$ cat src/rtl/opb_regbank_pkg.sv
// Shared constants and helpers for the OPB register bank: index sizing,
// byte-lane geometry and OPB (big-endian bit numbering) to user bit mapping.
package opb_regbank_pkg;

  localparam int MAX_REGS  = 64;
  localparam int NUM_LANES = 4;
  localparam int LANE_W    = 8;

  function automatic int clog2(input int v);
    int r;
    r = 0;
    for (int i = 0; i < 31; i++) begin
      if ((1 << i) < v) r = i + 1;
    end
    return r;
  endfunction

  localparam int REG_IDX_W = clog2(MAX_REGS);

  // OPB bit k carries user bit 31-k.
  function automatic logic [31:0] opb_to_user(input logic [0:31] v);
    logic [31:0] r;
    for (int k = 0; k < 32; k++) r[31-k] = v[k];
    return r;
  endfunction

  function automatic logic [0:31] user_to_opb(input logic [31:0] v);
    logic [0:31] r;
    for (int k = 0; k < 32; k++) r[k] = v[31-k];
    return r;
  endfunction

endpackage

$ cat src/rtl/opb_addr_decode.sv
// Window compare and word-index extraction for the register bank.
// A pending acknowledge blocks a new hit, enforcing the two-cycle transfer.
module opb_addr_decode
  import opb_regbank_pkg::*;
#(
  parameter logic [31:0] C_BASEADDR = 32'h0000_0000,
  parameter logic [31:0] C_HIGHADDR = 32'h0000_00FF,
  parameter int          C_NUM_REGS = 4
) (
  input  logic [31:0]          addr,
  input  logic                 select,
  input  logic                 xfer_ack,
  output logic                 hit,
  output logic                 reg_valid,
  output logic [REG_IDX_W-1:0] reg_idx
);

  localparam logic [31:0] SPAN = C_HIGHADDR - C_BASEADDR;

  logic [31:0] offset;

  // A single unsigned compare on the offset covers both window bounds.
  assign offset    = addr - C_BASEADDR;
  assign hit       = select && !xfer_ack && (offset <= SPAN);
  assign reg_valid = offset[31:2] < 30'(C_NUM_REGS);
  assign reg_idx   = offset[REG_IDX_W+1:2];

endmodule

$ cat src/rtl/opb_register_bank_ppc2simulink.sv
// OPB slave exposing C_NUM_REGS byte-writable control registers to fabric,
// with per-register write strobes and optional self-clearing pulse registers.
module opb_register_bank_ppc2simulink
  import opb_regbank_pkg::*;
#(
  parameter logic [31:0] C_BASEADDR   = 32'h0000_0000,
  parameter logic [31:0] C_HIGHADDR   = 32'h0000_00FF,
  parameter int          C_OPB_AWIDTH = 32,
  parameter int          C_OPB_DWIDTH = 32,
  parameter int          C_NUM_REGS   = 4,
  parameter logic [63:0] C_PULSE_MASK = 64'h0,
  parameter string       C_FAMILY     = "virtex6"
) (
  input  logic                    OPB_Clk,
  input  logic                    OPB_Rst,
  input  logic [0:31]             OPB_ABus,
  input  logic [0:3]              OPB_BE,
  input  logic [0:31]             OPB_DBus,
  input  logic                    OPB_RNW,
  input  logic                    OPB_select,
  input  logic                    OPB_seqAddr,
  output logic [0:31]             Sl_DBus,
  output logic                    Sl_xferAck,
  output logic                    Sl_errAck,
  output logic                    Sl_retry,
  output logic                    Sl_toutSup,
  output logic [32*C_NUM_REGS-1:0] user_data_out,
  output logic [C_NUM_REGS-1:0]   user_update
);

  if (C_OPB_DWIDTH != 32 || C_OPB_AWIDTH != 32 || C_NUM_REGS < 1 || C_NUM_REGS > MAX_REGS)
  begin : g_bad_cfg
    $error("opb_register_bank_ppc2simulink: unsupported parameter set");
  end

  logic [31:0]          regs [C_NUM_REGS];
  logic [31:0]          abus;
  logic                 hit;
  logic                 reg_valid;
  logic [REG_IDX_W-1:0] reg_idx;
  logic [31:0]          wdata;
  logic [31:0]          wmask;
  logic [31:0]          rd_val;
  logic [C_NUM_REGS-1:0] wr_sel;
  logic                 unused_ok;

  assign abus      = OPB_ABus;
  assign unused_ok = &{1'b0, OPB_seqAddr, (C_FAMILY != "")};

  opb_addr_decode #(
    .C_BASEADDR (C_BASEADDR),
    .C_HIGHADDR (C_HIGHADDR),
    .C_NUM_REGS (C_NUM_REGS)
  ) u_decode (
    .addr      (abus),
    .select    (OPB_select),
    .xfer_ack  (Sl_xferAck),
    .hit       (hit),
    .reg_valid (reg_valid),
    .reg_idx   (reg_idx)
  );

  assign wdata = opb_to_user(OPB_DBus);

  always_comb begin
    wmask  = '0;
    rd_val = '0;
    wr_sel = '0;
    for (int b = 0; b < NUM_LANES; b++)
      wmask[LANE_W*(NUM_LANES-1-b) +: LANE_W] = {LANE_W{OPB_BE[b]}};
    for (int i = 0; i < C_NUM_REGS; i++) begin
      if (reg_idx == REG_IDX_W'(i)) begin
        rd_val    = regs[i];
        wr_sel[i] = hit && !OPB_RNW && reg_valid;
      end
    end
  end

  // Pulse registers fall back to zero the cycle after they were written;
  // the ack gap guarantees no write can land in that clearing cycle.
  always_ff @(posedge OPB_Clk) begin
    if (OPB_Rst) begin
      for (int i = 0; i < C_NUM_REGS; i++) regs[i] <= '0;
      user_update <= '0;
      Sl_xferAck  <= 1'b0;
      Sl_DBus     <= '0;
    end else begin
      Sl_xferAck <= hit;
      Sl_DBus    <= (hit && OPB_RNW && reg_valid) ? user_to_opb(rd_val) : '0;
      for (int i = 0; i < C_NUM_REGS; i++) begin
        user_update[i] <= wr_sel[i];
        if (wr_sel[i])
          regs[i] <= (regs[i] & ~wmask) | (wdata & wmask);
        else if (C_PULSE_MASK[i])
          regs[i] <= '0;
      end
    end
  end

  for (genvar i = 0; i < C_NUM_REGS; i++) begin : g_out
    assign user_data_out[32*i +: 32] = regs[i];
  end

  assign Sl_errAck  = 1'b0;
  assign Sl_retry   = 1'b0;
  assign Sl_toutSup = 1'b0;

endmodule

$ cat config.mk
export PLATFORM = sky130hd
export DESIGN_NAME = opb_register_bank_ppc2simulink
export DESIGN_NICKNAME = d
export VERILOG_FILES = /design/src/rtl/opb_regbank_pkg.sv /design/src/rtl/opb_addr_decode.sv /design/src/rtl/opb_register_bank_ppc2simulink.sv
export SDC_FILE = /design/constraint.sdc
export NUM_CORES = 1
export LEC_CHECK = 0
export BUFFER_PORTS_ARGS = -buffer_cell sky130_fd_sc_hd__buf_4
export CORE_MARGIN = 1.5
export CORE_UTILIZATION = 50
export CTS_CLUSTER_SIZE = 30
export DETAILED_ROUTE_END_ITERATION = 16
export HOLD_SLACK_MARGIN = 0.03
export PLACE_DENSITY_LB_ADDON = 0.15
export SETUP_SLACK_MARGIN = 0.1
export SLEW_MARGIN = 20
export SYNTH_ARGS = -nofsm -noshare
export SYNTH_HDL_FRONTEND = slang
export SYNTH_HIERARCHICAL = 1
export SYNTH_SLANG_ARGS = --single-unit
$ cat constraint.sdc
create_clock -name OPB_Clk -period 5.9 [get_ports OPB_Clk]
set_clock_uncertainty 0.1 [all_clocks]
set_input_delay 0 -clock OPB_Clk [delete_from_list [all_inputs] [get_ports OPB_Clk]]
set_output_delay 0 -clock OPB_Clk [all_outputs]
set_load 0.01 [all_outputs]
After elaboration in Yosys (flattened, before gate mapping):

Memories as Yosys holds them, arrays and structs flattened.
Cells that the tools add are included.

* bitwise logic cells: 15
* reductions and logical operators: 10
* muxes and demuxes: 26
* order comparisons: 2
* equality and inequality tests: 3

Operator list (number)
* 2-to-1 mux 32 bit: 8
* AND 32 bit: 5
* OR 32 bit: 4
* <= comparator 32 x 8 -> 1 bit, second input constant: 1
* inverter 32 bit: 1
* less-than comparator 30 x 3 -> 1 bit, second input constant: 1
* 2-to-1 mux 1 bit: 18
* equality test 6 x 2 -> 1 bit, second input constant: 2
* equality test 6 x 1 -> 1 bit, second input constant: 1
* logical AND 1 bit: 6
* zero test 6 bit: 1
* OR 1 bit: 4
* zero test 1 bit: 2
* OR reduction 2 bit: 1
* inverter 1 bit: 1

* input bits: 73
* memories: 1
* bits in writable memories: 128
* logic and storage cells: 60
* bits in registers: 37

Memories
* regs: words 4, bits a word 32, read ports 4, clocked after Yosys merged registers in 0, write ports 4, RTL line opb_register_bank_ppc2simulink.sv:36 `logic [31:0] regs [C_NUM_REGS];`

Depth between registers and ports, before layout:

Gate-level depths: netlist of run 1.

* word-level depth: 10
* depth in mapped cells: 7

Cells and area by module:

The synthesis of run 1 kept the hierarchy.

By module, submodules not included
* opb_register_bank_ppc2simulink: cells each 586, times used 1, sequential area each 4584.4 um^2, area each 7536.0 um^2
* opb_addr_decode: cells each 17, times used 1, sequential area each 0.0 um^2, area each 126.4 um^2

Least setup slack after synthesis of run 1:

No wires, ideal clock.

* path kind: input port to flip-flop
* start point: input OPB_ABus[25] in the netlist's numbering
* end point: memory regs[2][0] (enable)
* cell stages on the path: 5
* data arrival time: 2576 ps
* data required time: 5372 ps
* library setup time: 428 ps
* path buffers: 0
* slack: 2796 ps
* cell sequence: or4_1 nor3_1 and3b_1 nand3_1 o21bai_1

RTL lines
* start, declared: RTL line opb_register_bank_ppc2simulink.sv:16 `input logic [0:31] OPB_ABus,`
* end, declared: RTL line opb_register_bank_ppc2simulink.sv:36

==> results of run 1 <==
-- cell type report --
type,count,area share
clock buffer,19,0.0416
clock inverter,13,0.0127
inverter,5,0.00180
multi-input combinational,382,0.275
sequential,165,0.440
tap,188,0.0226
timing repair buffer,274,0.206
-- registers in the layout, indices dropped and copies added (netlist names) --
name and flops:
Sl_xferAck 1, user_update 4, Sl_DBus 32, regs 128
-- Yosys cell counts, drive strengths merged --
master  number  share of area
nand2b     128           0.10
nand2       33          0.016
or4          1        0.00098
clkinv       1        0.00049
conb         1        0.00049
nor3         1        0.00065
buf         22          0.017
a21oi       79          0.052
o21bai       2         0.0020
clkbuf      31          0.015
nor2         2        0.00098
edfxtp     128           0.50
dfxtp       37          0.097
nand3        3         0.0020
a31o         1         0.0011
nand4        4         0.0033
a211oi      49          0.048
nor4b        1         0.0020
nor4         7         0.0085
a41o         1         0.0013
and3b        1         0.0011
and4bb       1         0.0016
mux4        32          0.094
nor2b       33          0.027
inv          4         0.0020
-- routing by layer --
layer,wire length (um),GRT usage,share of wire
met1,8860,0.365,0.41
met5,0,0,0
met3,1750,0.0624,0.081
met2,10800,0.441,0.50
met4,284,0.0829,0.013
-- layout by cell type (no fill, tap or decap), types with 3 or more instances in the layout --
| cell | Yosys | final |
|---|---|---|
| clkinv_1 | 1 | 3 |
| dfxtp_1 | 37 | 37 |
| nand2_1 | 33 | 33 |
| inv_1 | 4 | 4 |
| nand2b_1 | 128 | 128 |
| edfxtp_1 | 128 | 128 |
| dlygate4sd3_1 | 0 | 34 |
| nor4_1 | 5 | 5 |
| a211oi_1 | 49 | 49 |
| clkbuf_16 | 0 | 17 |
| nor2b_1 | 33 | 33 |
| buf_4 | 9 | 240 |
| nand4_1 | 4 | 4 |
| a21oi_1 | 79 | 79 |
| conb_1 | 1 | 3 |
| clkinvlp_4 | 0 | 5 |
| mux4_2 | 32 | 32 |
-- worst paths after layout --
kind	start	endpoint	cells after the start
setup reg to reg	Sl_xferAck$_SDFF_PP0_	regs[0][13]$_SDFFCE_PN0P_	4
hold reg to reg	regs[0][31]$_SDFFCE_PN0P_	regs[0][31]$_SDFFCE_PN0P_	2
hold / removal	OPB_BE[2]	regs[0][14]$_SDFFCE_PN0P_	3
setup / recovery	OPB_ABus[29]	regs[3][6]$_SDFFCE_PN0P_	4
-- worst register-to-register path, cell delays in order, from the launching register on --
cell and delay (ns):
dfxtp_1 0.33, nor4b_2 0.32, and4bb_2 0.34, nand3_2 0.78, a21oi_1 0.50
-- kinds of logic (layout without fill, tap and decap cells) --
group,after synthesis,after routing,synth area share
buffers and inverters,58,311,0.0345
flip-flops,165,165,0.598
other,1,3,0.000489
AO/OA/AOI/OAI,132,132,0.104
AND/OR/NAND/NOR,215,215,0.169
multiplexers,32,32,0.0941
-- per-stage QoR --
step           hold slack [ns]  setup WS, ns  instance area (um2)  std cells  utilization
5_1_grt                 0.0968          3.02                10400       1046        0.690
6_report                0.0852          3.24                10400       1046        0.690
3_3_place_gp             0.125          2.79                 9500        980        0.629
2_1_floorplan          -0.0171          2.80                 7670        605            -
4_1_cts                 0.0608          3.22                10400       1046        0.689
3_5_place_dp             0.141          2.78                 9500        980        0.629
-- power groups by stage --
stage	registers (uW)	clock network [uW]	logic, uW
after floorplan	1370	0	130
after global placement	1360	0	286
after detailed placement	1360	0	288
after CTS	1340	1090	307
after global routing	1340	1130	329
final	1340	1080	308
-- timing repair --
action	in CTS	in global routing
setup buffers	0	0
hold buffers	34	0
resized for setup	0	0
endpoints found under the hold margin	129	0
==> flow_summary.yaml, run 1 <==
run_status:
  status: "finished, final reports clean"
clocking:
  numCtsBuffers: 17
  insertion_delay_ns: 0.42
  cts_tree: "done"
  root_buffer: "clkbuf_16"
  cts_max_level: 4
  cts.path.max_buffers: 2
  cts_sinks: 165
  clk_pin_slew_ns: 0.06
global_route:
  track_usage: 0.271
  grt_pass1_wl_um: 32900
  grt_max_degree: 55
  grt_pass1_vias: 5771
  grt_antenna_before_repair: 0
  overflow: 0
flow_run:
  drv_cap: 0
setup_path:
  crit_arrival_ns: 2.66
  setup.worst_path.start_class: "primary input"
  worstSetupPathType: "primary input to flip-flop"
  path_cells: "buf_4, clkinv_1, o21bai_4, buf_4"
  end_kind: "flip-flop"
  ff2ff_setup_slack_ns: 3.34
  crit_top_cell: "buf_4"
  crit_fanout: 54
  worstPathRequired_ns: 5.90
  crit_family: "buffers and inverters"
  critPathSlowestCell: "clkinv_1"
  critPathBufInv: 3
  slowest_delay_ns: 0.79
synth:
  synth-seq-area-share: 0.598
  yosys.cell_types.count: 29
  synth_cells: 603
  syn-cell-area_um2: 7660
  ys_ff_latch: 165
  synth.avg_cell_area_um2: 12.7
  ys.warnings.count: 6
sta:
  max_freq_ghz: 0.376
  finalCriticalPeriod_ns: 2.66
  rsz0062_at_grt: "false"
  tns_ns: 0
  fin_crit_sh: 0.451
  max_slew_margin: 0.275
  drv_slew: 0
  final_hold_viol_count: 0
  setup-violations-final: 0
  tightest_slew_ns: 1.08
power:
  p_leak_uw: 0.00395
  p_per_area_nw_per_um2: 262
  p_comb_frac: 0.113
  irDropWorstVdd_mv: 0.184
  seqPwrFrac: 0.490
  power.share.clock: 0.397
  power_uw: 2730
  power.net_switching_uw: 646
  swShare: 0.237
  p_int_uw: 2080
drt:
  wirelength_um: 21700
  drt-pass1-iter-count: 5
  routedWlPerCell_um: 20.7
  dr.first_iter.drc_count: 497
  via_count: 5995
  drc_errors: 0
  vias_per_cell: 5.73
  ant_nets: 0
place:
  gp_congestion: 0.755
  numPortBuffers: 234
  place_hpwl_um: 12900
worst_hold_path:
  hold_path.class: "primary input to flip-flop"
floorplanning:
  rows: 45
  die_w_um: 127
  initial_core_util: 0.508
  die-area_um2: 16100
  die_h_um: 127
  core_region_area_um2: 15100
  ioPinCount: 241
layout:
  final_layout_size_suffix_gt1_frac: 0.361
  nFillCells: 1117
  multi_input_area_um2: 2860
  fin_nets: 918
  regArea_um2: 4580
  n_antenna_cell: 0
  area.growth.synth_to_final_pct: 35.9
Note: power is estimated with default switching activity, not from simulation.
==> run 2: changes to the inputs <==
==> constraint.sdc (replaced) <==
create_clock -name OPB_Clk -period 2.5 [get_ports OPB_Clk]
set_clock_uncertainty 0.1 [all_clocks]
set_input_delay 0 -clock OPB_Clk [delete_from_list [all_inputs] [get_ports OPB_Clk]]
set_output_delay 0 -clock OPB_Clk [all_outputs]
set_load 0.01 [all_outputs]
==> flow_summary.yaml, run 2 (synthesized netlist as in run 1, its figures left out) <==
floorplanning:
  die_w_um: 127
  ioPinCount: 241
  die_h_um: 127
  initial_core_util: 0.508
  die-area_um2: 16100
  rows: 45
  core_region_area_um2: 15100
sta:
  finalCriticalPeriod_ns: 1.99
  tns_ns: 0
  rsz0062_at_grt: "false"
  fin_ws_ns: 0.515
  final_hold_viol_count: 0
  max_freq_ghz: 0.504
  fin_crit_sh: 0.794
  setup-violations-final: 0
  hold_slack_ns: 0.0529
  drv_slew: 0
clocking:
  cts_sinks: 165
  cts_tree: "done"
  insertion_delay_ns: 0.43
  cts.path.max_buffers: 2
  cts_hold_buffers: 35
  numCtsBuffers: 17
  post-cts-setup-buffers: 0
  cts_max_level: 4
  clk_pin_slew_ns: 0.06
  root_buffer: "clkbuf_16"
  cts_resized: 0
global_route:
  overflow: 0
  grt_pass1_wl_um: 33800
  track_usage: 0.277
  grt_max_degree: 42
  grt_pass1_vias: 6018
  grt_antenna_before_repair: 0
power:
  irDropWorstVdd_mv: 0.501
  p_leak_uw: 0.00412
  p_per_area_nw_per_um2: 645
drt:
  wirelength_um: 22100
  wl_met3_um: 2050
  via_count: 6074
  drt-pass1-iter-count: 5
  dr.first_iter.drc_count: 557
  top_layer: "met4"
  drc_errors: 0
  ant_nets: 0
  vias_per_cell: 5.70
  routedWlPerCell_um: 20.7
  wl_met1_um: 8850
  dr_wl_met2_um: 10800
setup_path:
  crit_arrival_ns: 2.01
  rr_worst_depth: 5
  critPathSlowestCell: "dfxtp_1"
  slowest_delay_ns: 0.32
  crit_fanout: 23
  cp-endpoint: "regs[3][11]$_SDFFCE_PN0P_"
  cp-startpoint: "Sl_xferAck$_SDFF_PP0_"
  end_kind: "flip-flop"
  ff2ff_setup_slack_ns: 0.51
  path_cells: "nor4b_2, and3b_1, nand3_1, o21bai_4, buf_12"
  worstSetupPathType: "flip-flop to flip-flop"
  worst_r2r_startpoint: "Sl_xferAck$_SDFF_PP0_"
  setup.worst_path.start_class: "flip-flop"
  worstPathRequired_ns: 2.52
  timing.rr.end: "regs[3][11]$_SDFFCE_PN0P_"
place:
  place_hpwl_um: 14100
  dp_slack_ns: 0.189
  numPortBuffers: 234
  dp.cells: 998
  gp_congestion: 0.796
layout:
  final_cell_mix: "buf_4 (252), nand2b_1 (128), edfxtp_1 (128)"
  layout_commonest_cell: "buf_4"
  area.growth.synth_to_final_pct: 40.3
  final_layout_size_suffix_gt1_frac: 0.377
  reg_top3: "regs: 128 flops, Sl_DBus: 32 flops, user_update: 4 flops"
  fin_util: 0.712
  fin_nets: 937
  n_antenna_cell: 0
  largest_register_ffs: 128
  top_register: "regs"
  fin_cells: 1065
run_status:
  status: "finished, final reports clean"
worst_hold_path:
  hold_path.class: "primary input to flip-flop"
flow_run:
  drv_cap: 0
run 2: cell types whose count changed in the layout (fill, tap and decap cells not counted), sizes merged:
cell	delta
buf	+18
bufinv	+4
clkinvlp	-2
inv	-2
clkbuf	+1
clkinv	-1
dlygate4sd3	+1
run 2: power breakdown:
part,internal (uW),total (uW),switching [uW]
logic,411,755,344
clock network,1950,3020,1070
registers,3060,3160,100
run 2: area by class of cell:
| type | count | area [um2] |
|---|---|---|
| clock buffer | 20 | 467 |
| clock inverter | 12 | 224 |
| fill | 1086 | 4340 |
| inverter | 5 | 18.8 |
| multi-input combinational | 382 | 2860 |
| sequential | 165 | 4580 |
| tap | 188 | 235 |
| timing repair buffer | 293 | 2360 |
run 2: critical path: cells and delay by family (launching register included):
kind	cells	cell delay (ns)
buffers and inverters	1	0.21
AO/OA/AOI/OAI	1	0.22
flip-flops	1	0.32
AND/OR/NAND/NOR	3	0.82
run 2: how the worst min path moves through the flow:
stage	startpoint	end	slack [ns]	cells past startpoint
6_report	OPB_ABus[29]	regs[2][21]$_SDFFCE_PN0P_	0.05	2
5_1_grt	OPB_ABus[29]	regs[2][23]$_SDFFCE_PN0P_	0.08	2
4_1_cts	OPB_ABus[29]	regs[2][21]$_SDFFCE_PN0P_	0.05	2
3_5_place_dp	OPB_Rst	Sl_xferAck$_SDFF_PP0_	0.15	2
3_3_place_gp	OPB_Rst	Sl_xferAck$_SDFF_PP0_	0.14	2
2_1_floorplan	OPB_Rst	Sl_xferAck$_SDFF_PP0_	-0.02	1
run 2: stage by stage:
stage | cell area (um2) | power, uW
after floorplan | 7680 | 3550
after global placement | 9710 | 3900
after detailed placement | 9710 | 3920
after CTS | 10700 | 6960
after global routing | 10700 | 7130
final | 10700 | 6930
run 2: metal layers:
layer  vias up  GRT usage
met5         -          0
li1       2753          -
met2       322      0.461
met1      2970      0.358
met3        29     0.0768
met4         0     0.0849
==> run 3: changes to the inputs <==
--- a/config.mk
+++ b/config.mk
@@ -5,6 +5,7 @@
 export SDC_FILE = /design/constraint.sdc
 export NUM_CORES = 1
 export LEC_CHECK = 0
+export ABC_AREA = 1
 export BUFFER_PORTS_ARGS = -buffer_cell sky130_fd_sc_hd__buf_4
 export CORE_MARGIN = 1.5
 export CORE_UTILIZATION = 50
==> constraint.sdc (replaced) <==
create_clock -name OPB_Clk -period 2 [get_ports OPB_Clk]
set_clock_uncertainty 0.1 [all_clocks]
set_input_delay 0 -clock OPB_Clk [delete_from_list [all_inputs] [get_ports OPB_Clk]]
set_output_delay 0 -clock OPB_Clk [all_outputs]
set_load 0.01 [all_outputs]
==> flow_summary.yaml, run 3 <==
global_route:
  track_usage: 0.299
  grt_max_degree: 76
  grt_pass1_wl_um: 37300
  grt_pass1_vias: 7026
  grt_antenna_before_repair: 0
  overflow: 0
layout:
  largest_register_ffs: 128
  top_register: "regs"
  final_cell_mix: "buf_4 (255), nor2_1 (244), a21oi_1 (128), edfxtp_1 (128), nand4_1 (75)"
  reg_top3: "regs: 128 flops, Sl_DBus: 32 flops, user_update: 4 flops"
  fin_nets: 1212
  final_layout_size_suffix_gt1_frac: 0.273
  n_antenna_cell: 0
  fin_util: 0.714
  layout_commonest_cell: "buf_4"
  area.growth.synth_to_final_pct: 38.4
  nFillCells: 1222
  fin_cells: 1363
sta:
  tns_ns: 0
  max_freq_ghz: 0.548
  finalCriticalPeriod_ns: 1.83
  rsz0062_at_grt: "false"
  max_slew_margin: 0.338
  final_hold_viol_count: 0
  hold_slack_ns: 0.0335
  drv_slew: 0
  setup-violations-final: 0
  tightest_slew_ns: 0.992
  fin_crit_sh: 0.913
  fin_ws_ns: 0.174
setup_path:
  crit_arrival_ns: 1.85
  crit_top_cell: "nand2_1"
  worst_r2r_startpoint: "Sl_xferAck$_SDFF_PP0_"
  timing.rr.end: "regs[2][1]$_SDFFCE_PN0P_"
  slowest_delay_ns: 0.32
  end_kind: "flip-flop"
  setup.worst_path.start_class: "flip-flop"
  rr_worst_depth: 8
  critPathBufInv: 3
  crit_family: "simple AND/OR/NAND/NOR gates"
  ff2ff_setup_slack_ns: 0.17
  path_cells: "inv_1, nand2_1, nor2_1, nand2_1, nor2_4, inv_4, o31ai_4, buf_4"
  crit_fanout: 13
  worstPathRequired_ns: 2.02
  critPathSlowestCell: "dfxtp_2"
  worstSetupPathType: "flip-flop to flip-flop"
clocking:
  cts_sinks: 165
  numCtsBuffers: 17
  cts_max_level: 4
  insertion_delay_ns: 0.43
  clk_pin_slew_ns: 0.06
  root_buffer: "clkbuf_16"
  cts.path.max_buffers: 2
  cts_tree: "done"
synth:
  yosys.cell_types.count: 22
  netlist.area_leader.share: 0.487
  synthTopCellsByCount: "nor2_1 (246), a21oi_1 (128), edfxtp_1 (128), nand4_1 (75), inv_1 (71)"
  synth-seq-area-share: 0.580
  syn-cell-area_um2: 7900
  yosys.cell_count.top_type: "nor2_1"
  ys.flop_type: "edfxtp_1"
  yosysTopAreaCell: "edfxtp_1"
  synth_area_leaders: "edfxtp_1 (49%), nor2_1 (12%), dfxtp_1 (9.4%)"
  synth_edf_count: 128
  synth_cells: 885
  ys.warnings.count: 6
  ys_ff_latch: 165
  synth.avg_cell_area_um2: 8.93
  synthArstFlopShare: 0
drt:
  routedWlPerCell_um: 18.1
  ant_nets: 0
  drt-pass1-iter-count: 5
  via_count: 7624
  vias_per_cell: 5.59
  wirelength_um: 24600
  dr.first_iter.drc_count: 722
  drc_errors: 0
place:
  numPortBuffers: 234
  place_hpwl_um: 15700
  dp.cells: 1291
  gp_congestion: 0.827
  dp_slack_ns: 0.0483
floorplanning:
  ioPinCount: 241
  initial_core_util: 0.516
  core_region_area_um2: 15300
  die_h_um: 129
  die-area_um2: 16600
  rows: 45
  die_w_um: 129
worst_hold_path:
  hold_start: "OPB_ABus[27]"
  hold_path.class: "primary input to flip-flop"
  hold_depth: 7
  whs_endpoint: "Sl_DBus[9]$_SDFF_PP0_"
power:
  p_leak_uw: 0.00476
  irDropWorstVdd_mv: 0.682
  p_per_area_nw_per_um2: 748
flow_run:
  drv_cap: 0
run_status:
  status: "finished, final reports clean"
-- run 3: cell count changes after synthesis, sizes merged, moves of 16 or more --
cell / previous run / this run
a211oi: 49 / 0
a21oi: 79 / 128
buf: 22 / 38
inv: 4 / 81
mux4: 32 / 0
nand2: 33 / 53
nand2b: 128 / 0
nand3: 3 / 40
nand4: 4 / 79
nor2: 2 / 252
nor2b: 33 / 0
-- run 3: where the power goes --
part	leakage (uW)	internal, uW	total, uW	switching [uW]
clock	0.000276	1990	3260	1270
sequential	0.00151	3820	3960	133
combinational	0.00298	429	953	524
total	0.00476	6240	8170	1930
-- run 3: per-stage QoR --
step,power (uW),instance area (um2)
floorplan,4430,7960
global placement,4890,9960
detailed placement,4900,9960
CTS,8150,10900
global route,8400,10900
finish,8170,10900
-- run 3: timing repair --
action                                 in CTS  in global routing
setup buffers                               0                  0
setup endpoints to repair                   0                 32
hold buffers                               40                  0
resized for setup                           0                  1
endpoints found under the hold margin     135                  0
-- run 3: worst register-to-register path, delay by kind of cell, from the launching register on --
kind            cells  cell delay (ns)
buf+inv             3             0.40
compound gates      1             0.22
flops               1             0.32
simple gates        4             0.46
-- run 3: final cells by class --
class | instances | area, um2 | area share
clock buffers | 26 | 469 | 0.0429
clock inverters | 6 | 103 | 0.00939
inverters | 81 | 307 | 0.0280
multi-input cells | 573 | 2770 | 0.253
flip-flops and latches | 165 | 4590 | 0.420
well taps | 211 | 264 | 0.0242
repair buffers | 301 | 2430 | 0.223
-- run 3: worst max-delay path by stage --
stage	cells past startpoint	to	slack [ns]	from
floorplan	7	regs[2][0]$_SDFFCE_PN0P_	-0.31	Sl_xferAck$_SDFF_PP0_
global placement	11	regs[2][7]$_SDFFCE_PN0P_	0.07	OPB_ABus[2]
detailed placement	11	regs[2][6]$_SDFFCE_PN0P_	0.05	OPB_ABus[10]
CTS	8	regs[0][24]$_SDFFCE_PN0P_	0.16	OPB_ABus[24]
global route	8	regs[2][1]$_SDFFCE_PN0P_	0.11	Sl_xferAck$_SDFF_PP0_
finish	8	regs[2][1]$_SDFFCE_PN0P_	0.17	Sl_xferAck$_SDFF_PP0_
-- run 3: kinds of logic after synthesis --
logic type             share of synthesized area
DFF                                        0.580
AOI/OAI and AO/OA                         0.0840
other                                   0.000475
and+or+nand+nor                            0.256
buffers and inverters                     0.0797
-- run 3: metal layers --
metal | wire length, um | global-route usage | vias up
li1 | - | - | 3526
met1 | 9660 | 0.393 | 3559
met2 | 11700 | 0.492 | 473
met3 | 2490 | 0.0486 | 66
met4 | 746 | 0.134 | 0
met5 | 0 | 0 | -
